File: src/rtl/sr_latch_cmd_sched_if.sv
// rtl/sr_latch_cmd_sched_if.sv - requester handshake and SR-latch drive bundle
interface sr_latch_cmd_sched_if #(
    parameter int NREQ = 4,
    parameter int GW   = (NREQ > 1) ? $clog2(NREQ) : 1
);
    logic [NREQ-1:0] req_valid;
    logic [NREQ-1:0] req_set;
    logic [NREQ-1:0] req_ready;
    logic            sr_s;
    logic            sr_r;
    logic            q_shadow;
    logic            busy;
    logic            done;
    logic [GW-1:0]   done_id;
    logic            done_skip;

    modport master (
        output req_valid, req_set,
        input  req_ready, sr_s, sr_r, q_shadow, busy, done, done_id, done_skip
    );

    modport slave (
        input  req_valid, req_set,
        output req_ready, sr_s, sr_r, q_shadow, busy, done, done_id, done_skip
    );
endinterface

File: src/rtl/sr_latch_cmd_sched.sv
// rtl/sr_latch_cmd_sched.sv - round-robin set/clear pulse scheduler for one SR latch
module sr_latch_cmd_sched #(
    parameter int  NREQ    = 4,
    parameter int  PULSE_W = 2,
    parameter int  GAP_W   = 1,
    localparam int GW      = (NREQ > 1) ? $clog2(NREQ) : 1
) (
    input  logic                  clk,
    input  logic                  rst,
    sr_latch_cmd_sched_if.slave   bus
);
    localparam int CMAX = (PULSE_W > GAP_W) ? PULSE_W : GAP_W;
    localparam int CW   = $clog2(CMAX + 1);
    localparam logic [CW-1:0] PUL_C = CW'(PULSE_W);
    localparam logic [CW-1:0] GAP_C = CW'(GAP_W);
    localparam logic [CW-1:0] ONE_C = CW'(1);

    typedef enum logic [2:0] {S_INIT, S_IDLE, S_DRIVE, S_GAP, S_SKIP} state_t;

    state_t          state_q, state_d;
    logic [CW-1:0]   cnt_q, cnt_d;
    logic [GW-1:0]   rr_q, rr_d;
    logic [GW-1:0]   gid_q, gid_d;
    logic            cmd_q, cmd_d;
    logic            q_q, q_d;
    logic            init_q, init_d;
    logic            s_q, s_d;
    logic            r_q, r_d;

    logic [GW-1:0]   idx;
    logic [GW-1:0]   pick;
    logic            found;
    logic [NREQ-1:0] vshift;
    logic [NREQ-1:0] sset;
    logic [NREQ-1:0] ready;
    logic            done;
    logic            skip;

    // First valid requester at or after the round-robin pointer, wrapping.
    always_comb begin
        idx    = '0;
        vshift = '0;
        found  = 1'b0;
        pick   = '0;
        for (int i = 0; i < NREQ; i++) begin
            idx    = GW'((int'(rr_q) + i) % NREQ);
            vshift = bus.req_valid >> idx;
            if (!found && vshift[0]) begin
                found = 1'b1;
                pick  = idx;
            end
        end
        sset = bus.req_set >> pick;
    end

    always_comb begin
        state_d = state_q;
        cnt_d   = cnt_q;
        rr_d    = rr_q;
        gid_d   = gid_q;
        cmd_d   = cmd_q;
        q_d     = q_q;
        init_d  = init_q;
        s_d     = 1'b0;
        r_d     = 1'b0;
        ready   = '0;
        done    = 1'b0;
        skip    = 1'b0;
        case (state_q)
            // Clear pulse after reset puts the latch into a known Q=0.
            S_INIT: begin
                if (cnt_q == PUL_C) begin
                    state_d = S_GAP;
                    cnt_d   = ONE_C;
                    init_d  = 1'b1;
                end else begin
                    cnt_d = cnt_q + ONE_C;
                    r_d   = 1'b1;
                end
            end
            S_IDLE: begin
                if (found) begin
                    ready = NREQ'(1) << pick;
                    gid_d = pick;
                    cmd_d = sset[0];
                    rr_d  = GW'((int'(pick) + 1) % NREQ);
                    if (sset[0] == q_q) begin
                        state_d = S_SKIP;
                    end else begin
                        state_d = S_DRIVE;
                        cnt_d   = ONE_C;
                        s_d     = sset[0];
                        r_d     = !sset[0];
                    end
                end
            end
            S_DRIVE: begin
                if (cnt_q == PUL_C) begin
                    state_d = S_GAP;
                    cnt_d   = ONE_C;
                    q_d     = cmd_q;
                end else begin
                    cnt_d = cnt_q + ONE_C;
                    s_d   = cmd_q;
                    r_d   = !cmd_q;
                end
            end
            S_GAP: begin
                if (cnt_q == GAP_C) begin
                    state_d = S_IDLE;
                    cnt_d   = '0;
                    done    = !init_q;
                    init_d  = 1'b0;
                end else begin
                    cnt_d = cnt_q + ONE_C;
                end
            end
            S_SKIP: begin
                done    = 1'b1;
                skip    = 1'b1;
                state_d = S_IDLE;
            end
            default: state_d = S_INIT;
        endcase
    end

    always_ff @(posedge clk or posedge rst) begin
        if (rst) begin
            state_q <= S_INIT;
            cnt_q   <= '0;
            rr_q    <= '0;
            gid_q   <= '0;
            cmd_q   <= 1'b0;
            q_q     <= 1'b0;
            init_q  <= 1'b0;
            s_q     <= 1'b0;
            r_q     <= 1'b0;
        end else begin
            state_q <= state_d;
            cnt_q   <= cnt_d;
            rr_q    <= rr_d;
            gid_q   <= gid_d;
            cmd_q   <= cmd_d;
            q_q     <= q_d;
            init_q  <= init_d;
            s_q     <= s_d;
            r_q     <= r_d;
        end
    end

    assign bus.req_ready = ready;
    assign bus.sr_s      = s_q;
    assign bus.sr_r      = r_q;
    assign bus.q_shadow  = q_q;
    assign bus.busy      = (state_q != S_IDLE);
    assign bus.done      = done;
    assign bus.done_id   = done ? gid_q : '0;
    assign bus.done_skip = skip;
endmodule

File: src/flat_wrapper.sv
// flat-port wrapper written by rule: the top's interface ports become plain ports
module sr_latch_cmd_sched_flat 
#(
    parameter int  NREQ    = 4,
    parameter int  PULSE_W = 2,
    parameter int  GAP_W   = 1,
    localparam int GW      = (NREQ > 1) ? $clog2(NREQ) : 1
)
  (clk, rst, bus_req_valid, bus_req_set, bus_req_ready, bus_sr_s, bus_sr_r, bus_q_shadow, bus_busy, bus_done, bus_done_id, bus_done_skip);
  sr_latch_cmd_sched_if #(.NREQ(NREQ)) bus_i ();
  input  logic clk;
  input  logic rst;
  input wire logic [$bits(bus_i.req_valid)-1:0] bus_req_valid;
  input wire logic [$bits(bus_i.req_set)-1:0] bus_req_set;
  output wire logic [$bits(bus_i.req_ready)-1:0] bus_req_ready;
  output wire logic [$bits(bus_i.sr_s)-1:0] bus_sr_s;
  output wire logic [$bits(bus_i.sr_r)-1:0] bus_sr_r;
  output wire logic [$bits(bus_i.q_shadow)-1:0] bus_q_shadow;
  output wire logic [$bits(bus_i.busy)-1:0] bus_busy;
  output wire logic [$bits(bus_i.done)-1:0] bus_done;
  output wire logic [$bits(bus_i.done_id)-1:0] bus_done_id;
  output wire logic [$bits(bus_i.done_skip)-1:0] bus_done_skip;
  assign bus_i.req_valid = bus_req_valid;
  assign bus_i.req_set = bus_req_set;
  assign bus_req_ready = bus_i.req_ready;
  assign bus_sr_s = bus_i.sr_s;
  assign bus_sr_r = bus_i.sr_r;
  assign bus_q_shadow = bus_i.q_shadow;
  assign bus_busy = bus_i.busy;
  assign bus_done = bus_i.done;
  assign bus_done_id = bus_i.done_id;
  assign bus_done_skip = bus_i.done_skip;
  sr_latch_cmd_sched #(.NREQ(NREQ), .PULSE_W(PULSE_W), .GAP_W(GAP_W)) u_core (.clk(clk), .rst(rst), .bus(bus_i));
endmodule
File: config.mk
export PLATFORM = sky130hd
export DESIGN_NAME = sr_latch_cmd_sched_flat
export DESIGN_NICKNAME = d
export VERILOG_FILES = /design/src/rtl/sr_latch_cmd_sched_if.sv /design/src/rtl/sr_latch_cmd_sched.sv /design/src/flat_wrapper.sv
export SDC_FILE = /design/constraint.sdc
export NUM_CORES = 1
export LEC_CHECK = 0
export ABC_AREA = 0
export CORE_MARGIN = 1.5
export CORE_UTILIZATION = 44
export DETAILED_ROUTE_END_ITERATION = 16
export HOLD_SLACK_MARGIN = 0.08
export PLACE_DENSITY = 0.76
export SYNTH_ARGS = -nofsm -noshare
export SYNTH_HDL_FRONTEND = slang
export SYNTH_SLANG_ARGS = --single-unit
File: constraint.sdc
create_clock -name clk -period 2.38 [get_ports clk]
set_input_delay 0.476 -clock clk [delete_from_list [all_inputs] [get_ports clk]]
set_output_delay 0.476 -clock clk [all_outputs]
set_load 0.01 [all_outputs]
======== After elaboration in Yosys (flattened, before gate mapping) ========
Cells that the tools add are included.
operators by class
  add/sub/neg operators ................... 5
  equal/unequal tests ..................... 13
  shift operators ......................... 6
  mux-type cells .......................... 36
  reduce and logical (&&, ||, !) cells .... 18
operator list
  kind                                                                   number
  4-bit by 2-bit >> shifter with 1-bit output                            5
  2-bit two-way mux                                                      9
  1-bit two-way mux                                                      15
  3-bit two-way mux                                                      4
  3-bit case mux with 4 select lines                                     1
  3-bit AND reduction                                                    3
  4-bit two-way mux                                                      2
  2-bit by 1-bit != test with 1-bit output, second input constant        4
  2-bit by 1-bit adder with 2-bit output, second input constant          3
  3-bit by 2-bit equality test with 1-bit output, second input constant  2
  1-bit logical NOT                                                      6
  1-bit case mux with 2 select lines                                     3
  2-bit case mux with 3 select lines                                     1
  2-bit adder, second input constant                                     2
  2-bit AND reduction                                                    2
  1-bit by 2-bit left shift with 4-bit output, first input constant      1
  3-bit by 1-bit equality test with 1-bit output, second input constant  1
  3-bit equality test, second input constant                             1
  1-bit logical AND                                                      3
  3-bit logical NOT                                                      1
  3-bit by 1-bit != test with 1-bit output, second input constant        1
  1-bit case mux with 3 select lines                                     1
  3-bit nonzero test                                                     1
  2-bit by 1-bit equality test with 1-bit output, second input constant  1
  5 further kinds                                                        5
storage, ports and cells
  register bits ........................... 14
  bits of input ports ..................... 10
  output and inout bits ................... 12

======== Longest topological paths before layout ========
  depth in word-level cells ............... 16
  mapped depth ............................ 9
  gate-level depth less buffers ........... 9

======== Worst setup path before layout ========
Ideal clock, no wire load.
  path type ............................... input-to-reg
  from .................................... input port bus_req_valid[2]
  to ...................................... register u_core.cnt_q[1]
  data arrival time ....................... 2.387 ns
  data required time ...................... 2.251 ns
  path slack .............................. -0.136 ns
  stages .................................. 9
  path buffers ............................ 0
  cell sequence ........................... nor2b_1 -> or4b_4 -> a21bo_1 -> a32o_2 -> inv_2 -> ha_1 -> o311a_1 -> o21ai_0 -> o41ai_1
on the way
  longest elaborated chain between the ends .. 15
  elaborated cells on any way between the ends .. 23
  classes of those cells .................. eq/ne: 3; shift: 5; mux: 8; reduce/logical: 7
ends and longest elaborated chain
  item                                           line                       source
  start, declared                                flat_wrapper.sv:13         input wire logic [$bits(bus_i.req_valid)-1:0] bus_req_valid;
  4-bit by 2-bit >> shifter with 1-bit output    sr_latch_cmd_sched.sv:47   vshift = bus.req_valid >> idx;
  1-bit two-way mux                              sr_latch_cmd_sched.sv:48   if (!found && vshift[0]) begin
  1-bit logical NOT                              sr_latch_cmd_sched.sv:48
  1-bit logical AND                              sr_latch_cmd_sched.sv:48
  1-bit two-way mux                              sr_latch_cmd_sched.sv:48
  1-bit logical NOT                              sr_latch_cmd_sched.sv:48
  1-bit logical AND                              sr_latch_cmd_sched.sv:48
  1-bit two-way mux                              sr_latch_cmd_sched.sv:48
  1-bit logical NOT                              sr_latch_cmd_sched.sv:48
  1-bit logical AND                              sr_latch_cmd_sched.sv:48
  2-bit two-way mux *                            sr_latch_cmd_sched.sv:48
  4-bit by 2-bit >> shifter with 1-bit output *  sr_latch_cmd_sched.sv:53   sset = bus.req_set >> pick;
  named net u_core.sset[0]                       sr_latch_cmd_sched.sv:34   logic [NREQ-1:0] sset;
  1-bit equality test *                          sr_latch_cmd_sched.sv:87   if (sset[0] == q_q) begin
  2-bit != test (no source line) *               n/a
  3-bit AND reduction (no source line) *         n/a
  end signal, assigned                           sr_latch_cmd_sched.sv:140  cnt_q <= cnt_d;
  end, declared                                  sr_latch_cmd_sched.sv:21   logic [CW-1:0] cnt_q, cnt_d;
Mark *: on every way through the listed nets, which the timed path passes. The rest lies on a longest branch.
A chain may end at the register's enable or synchronous reset.

======== Final worst setup path ========
Same ends and word-level chain as after synthesis.

==> metrics.txt <==
# TYPE chip_impl_metric gauge
chip_impl_info{name="run_status",value="finished, violations left"} 1
chip_impl_info{name="failed_checks",value="setup timing"} 1
chip_impl_info{name="ctsRootBufferMaster",value="clkbuf_4"} 1
chip_impl_metric{name="synth_edf_count",unit=""} 0
chip_impl_info{name="cell_types_with_the_highest_counts_after_synthesis",value="14 x dfrtp_1, 8 x nor2_1, 8 x nor2b_1, 7 x inv_1"} 1
chip_impl_metric{name="floorplan.die.height",unit="um"} 49.2
chip_impl_metric{name="critical_path_data_arrival_time",unit="ns"} 2.62
chip_impl_metric{name="worst-slew-pin-transition",unit="ns"} 0.533
chip_impl_metric{name="layout.area.seq",unit="um2"} 352
chip_impl_metric{name="post-route-drc-count",unit=""} 0
chip_impl_metric{name="worst-path-buf-inv",unit=""} 3
chip_impl_info{name="timing.hold.worst.start",value="u_core.gid_q[1]"} 1
chip_impl_info{name="type_of_origin_of_the_critical_path",value="input pin"} 1
chip_impl_metric{name="synth-seq-cells",unit=""} 14
chip_impl_metric{name="num_rows",unit=""} 16
chip_impl_metric{name="hpwl_after_detailed_placement",unit="um"} 1580
chip_impl_metric{name="max_cap_violations",unit=""} 0
chip_impl_metric{name="gpl.final_weighted_congestion",unit=""} 0.984
chip_impl_info{name="most_prevalent_standard_cell_on_the_critical_path",value="buf_6"} 1
chip_impl_info{name="timing.critical_path.slowest_stage_cell",value="or4_4"} 1
chip_impl_metric{name="setup.reg_to_reg.worst_slack",unit="ns"} -0.06
chip_impl_metric{name="synth_top_cell_area_share",unit="%"} 37.3
chip_impl_metric{name="fp.dieW",unit="um"} 49.2
chip_impl_metric{name="synthesis.area_per_instance",unit="um2"} 9.11
chip_impl_metric{name="placed_cells",unit=""} 162
chip_impl_metric{name="finish_stage_setup_viols",unit=""} 5
chip_impl_metric{name="fin_crit_sh",unit="%"} 103
chip_impl_info{name="critPathKind",value="input pin to flop"} 1
chip_impl_metric{name="clock_skew",unit="ns"} 0.00241
chip_impl_metric{name="num_antenna_cells",unit=""} 0
chip_impl_metric{name="drive_above_1_share",unit="%"} 44.7
chip_impl_metric{name="critical_path_required",unit="ns"} 2.55
chip_impl_metric{name="clkLatencyLatePin",unit="ns"} 0.28
chip_impl_metric{name="overflow",unit=""} 0
chip_impl_metric{name="vias_after_detailed_routing",unit=""} 960
chip_impl_metric{name="fillerInstances",unit=""} 135
chip_impl_metric{name="tritoncts.num_buffers",unit=""} 3
chip_impl_metric{name="drv_slew",unit=""} 0
chip_impl_info{name="synthFlopType",value="dfrtp_1"} 1
chip_impl_metric{name="placement.cell_area",unit="um2"} 1300
chip_impl_metric{name="cell_variety_after_synth",unit=""} 35
chip_impl_metric{name="timing.reg2reg.worst_path_depth",unit=""} 9
chip_impl_metric{name="synthesized_area",unit="um2"} 938
chip_impl_metric{name="syn_inst",unit=""} 103
chip_impl_metric{name="cpPeakStageDelay",unit="ns"} 0.54
chip_impl_info{name="yosysMostFrequentCell",value="dfrtp_1"} 1
chip_impl_info{name="setup_repair_after_global_routing_missed_its_margin",value="yes"} 1
chip_impl_metric{name="synthesis.nets",unit=""} 119
chip_impl_metric{name="fp.dieArea",unit="um2"} 2420
chip_impl_metric{name="maximum_ir_drop_on_the_vdd_rail",unit="uV"} 881
chip_impl_info{name="critical_path_cell_sequence",value="buf_6, nor2b_4, or4_4, buf_6, a21bo_1, a32o_2, inv_2, ha_4, o311a_1, o21ai_2, o41ai_2"} 1
chip_impl_metric{name="fin_crit",unit="ns"} 2.46
chip_impl_info{name="synthTopCellsByArea",value="dfrtp_1 37%, ha_1 8.0%, nor2b_1 5.3%, mux2_2 3.6%, and2_1 3.3%"} 1
chip_impl_metric{name="floorplan.core_area",unit="um2"} 1980
chip_impl_metric{name="ys_warn_count",unit=""} 0
chip_impl_metric{name="cts_max_level",unit=""} 1
chip_impl_metric{name="total_of_buffers_placed_on_input_and_output_ports",unit=""} 21
chip_impl_metric{name="worst_setup_hold_path_clk_slew",unit="ns"} 0.09
chip_impl_info{name="crit_start",value="bus_req_valid[2]"} 1
chip_impl_info{name="tritoncts",value="yes"} 1
chip_impl_metric{name="design.portCount",unit=""} 22
chip_impl_info{name="regToRegStartpoint",value="u_core.rr_q[0]"} 1
chip_impl_metric{name="drt-total-wl",unit="um"} 2460
chip_impl_info{name="crit_path_end_kind",value="flop"} 1
chip_impl_info{name="crit-reg2reg-capture",value="u_core.cnt_q[1]"} 1
chip_impl_metric{name="first_global_vias",unit=""} 932
chip_impl_metric{name="hold_violations",unit=""} 0
chip_impl_metric{name="wire_length_of_the_first_global_routing_pass",unit="um"} 3960
chip_impl_metric{name="gr-usage-all-layers",unit="%"} 20.7
chip_impl_metric{name="hold_depth",unit=""} 1
chip_impl_metric{name="final_cell_area",unit="um2"} 1510
chip_impl_metric{name="minimum_setup_slack_in_the_final_design",unit="ns"} -0.0750
chip_impl_info{name="holdPathEnd",value="u_core.gid_q[1]"} 1
chip_impl_metric{name="layout-area-overhead-vs-synth",unit="%"} 60.7
chip_impl_metric{name="finish.cell_count_without_fillers",unit=""} 177
chip_impl_metric{name="yosysSeqAreaShare",unit="%"} 37.3
chip_impl_metric{name="antenna_found_initial",unit=""} 0
chip_impl_metric{name="static-leakage-power",unit="nW"} 0.710
chip_impl_metric{name="grt_max_degree",unit=""} 15
chip_impl_info{name="hp-class",value="flop to flop"} 1
chip_impl_metric{name="max-clock-path-buffers",unit=""} 2
chip_impl_metric{name="worst-path-max-fanout",unit=""} 3
chip_impl_metric{name="nNetsFinal",unit=""} 167
chip_impl_metric{name="highest_achievable_clock_rate",unit="MHz"} 407
chip_impl_metric{name="avgRoutedWirePerCell",unit="um"} 13.9
chip_impl_metric{name="multi_input_comb_area",unit="um2"} 656
chip_impl_metric{name="start_util",unit="%"} 47.3
chip_impl_metric{name="vias_per_cell",unit=""} 5.42
chip_impl_metric{name="drt_first_iter_violations",unit=""} 25
chip_impl_metric{name="pwr_density_cell",unit="nW/um2"} 1270
chip_impl_info{name="critPathTopFamily",value="compound AO/OA/AOI/OAI gates"} 1
chip_impl_metric{name="cts_sinks",unit=""} 14
chip_impl_metric{name="drt_first_pass_iters",unit=""} 4
chip_impl_metric{name="route.antenna.remaining_nets",unit=""} 0
chip_impl_metric{name="asyncSetResetFlopFracSynth",unit="%"} 100
chip_impl_info{name="synth_area_leader_cell",value="dfrtp_1"} 1
chip_impl_metric{name="maxSlewHeadroom",unit="%"} 64.2
-- final cells by class --
cell class	instances	area share (%)
Clock buffer	4	2.41
Inverter	8	2.16
Multi-Input combinational cell	77	43.5
Sequential cell	14	23.3
Tap cell	27	2.24
Timing Repair Buffer	47	26.4
-- what timing repair did --
item,4_1_cts,5_1_grt
gates resized for setup,43,21
hold buffers,0,0
pin swaps,8,6
setup endpoints to repair,9,10
hold endpoints to repair,0,0
buffers inserted,7,4
-- registers in the layout, summed over array words and instances (netlist names) --
name                 count
u_core.rr_q              2
u_core.bus.q_shadow      1
u_core.cmd_q             1
u_core.cnt_q             2
u_core.state_q           3
u_core.bus.sr_s          1
u_core.gid_q             2
u_core.init_q            1
u_core.bus.sr_r          1
-- worst max path at each step --
stage               cells past startpoint  slack, ns                to
floorplan                               9      -0.04   u_core.cnt_q[1]
global placement                        8      -0.75  bus_req_ready[2]
detailed placement                      8      -0.81  bus_req_ready[0]
CTS                                    11      -0.08   u_core.cnt_q[1]
global route                            5      -0.16    bus_done_id[0]
finish                                 11      -0.08   u_core.cnt_q[1]
-- stage by stage --
stage	TNS (ns)	hold WS (ns)	total power, W	util (%)	setup slack, ns
3_3_place_gp	-5.83	0.487	0.00142	65.6	-0.753
2_1_floorplan	-0.0405	0.365	0.00106	-	-0.0405
6_report	-0.149	0.505	0.00192	76.1	-0.0750
5_1_grt	-0.922	0.544	0.00207	76.1	-0.160
4_1_cts	-0.148	0.509	0.00171	69.9	-0.0802
3_5_place_dp	-6.37	0.488	0.00144	65.6	-0.811
-- cell families (layout without fill, tap and decap cells) --
logic type / after synthesis / count (layout) / synth area share, %
AO/OA/AOI/OAI: 23 / 23 / 18.1
multiplexers: 4 / 4 / 5.20
buffers and inverters: 12 / 59 / 4.80
flip-flops: 14 / 14 / 37.3
AND/OR/NAND/NOR: 44 / 44 / 26.5
adder cells (fa/ha/maj): 6 / 6 / 8.00
-- routing by layer --
layer	global-route usage, %	routed length, um	up-vias	part of all wire [%]
li1	-	-	460	-
met1	25.8	1100	478	45
met2	37.8	1290	19	52
met3	1.84	52	3	2.1
met4	5.71	18	0	0.73
met5	0	0	-	0
-- cell usage in the layout (no fill, tap or decap), types with 2 or more instances in the layout --
cell / instances
buf_4: 24
clkdlybuf4s50_1: 13
dfrtp_1: 13
nor2_1: 8
inv_1: 6
buf_6: 6
nand2_1: 5
nor4_1: 4
and2_4: 4
nor2b_1: 4
a21oi_1: 4
ha_4: 4
buf_2: 4
mux2_2: 3
nor2b_4: 3
o21ai_0: 3
nand3_1: 3
clkbuf_4: 3
o21ai_2: 2
nand2b_1: 2
nor3_1: 2
o21bai_1: 2
nor3b_1: 2
ha_1: 2
-- worst reg2reg max path, stage by stage, from the launching register on --
cell	delay, ns
dfrtp_1	0.43
nor2b_2	0.08
or4b_4	0.55
a21bo_1	0.19
a32o_2	0.29
inv_2	0.08
ha_4	0.20
o311a_1	0.30
o21ai_2	0.13
o41ai_2	0.08
-- where the power goes --
part	internal [W]	switching, W	total, W	leakage (nW)
logic	0.000703	0.000576	0.00128	0.522
registers	0.000355	0.000108	0.000462	0.168
clock network	0.0000931	0.0000805	0.000174	0.0210
No activity file was read; power rests on OpenSTA's default activity.
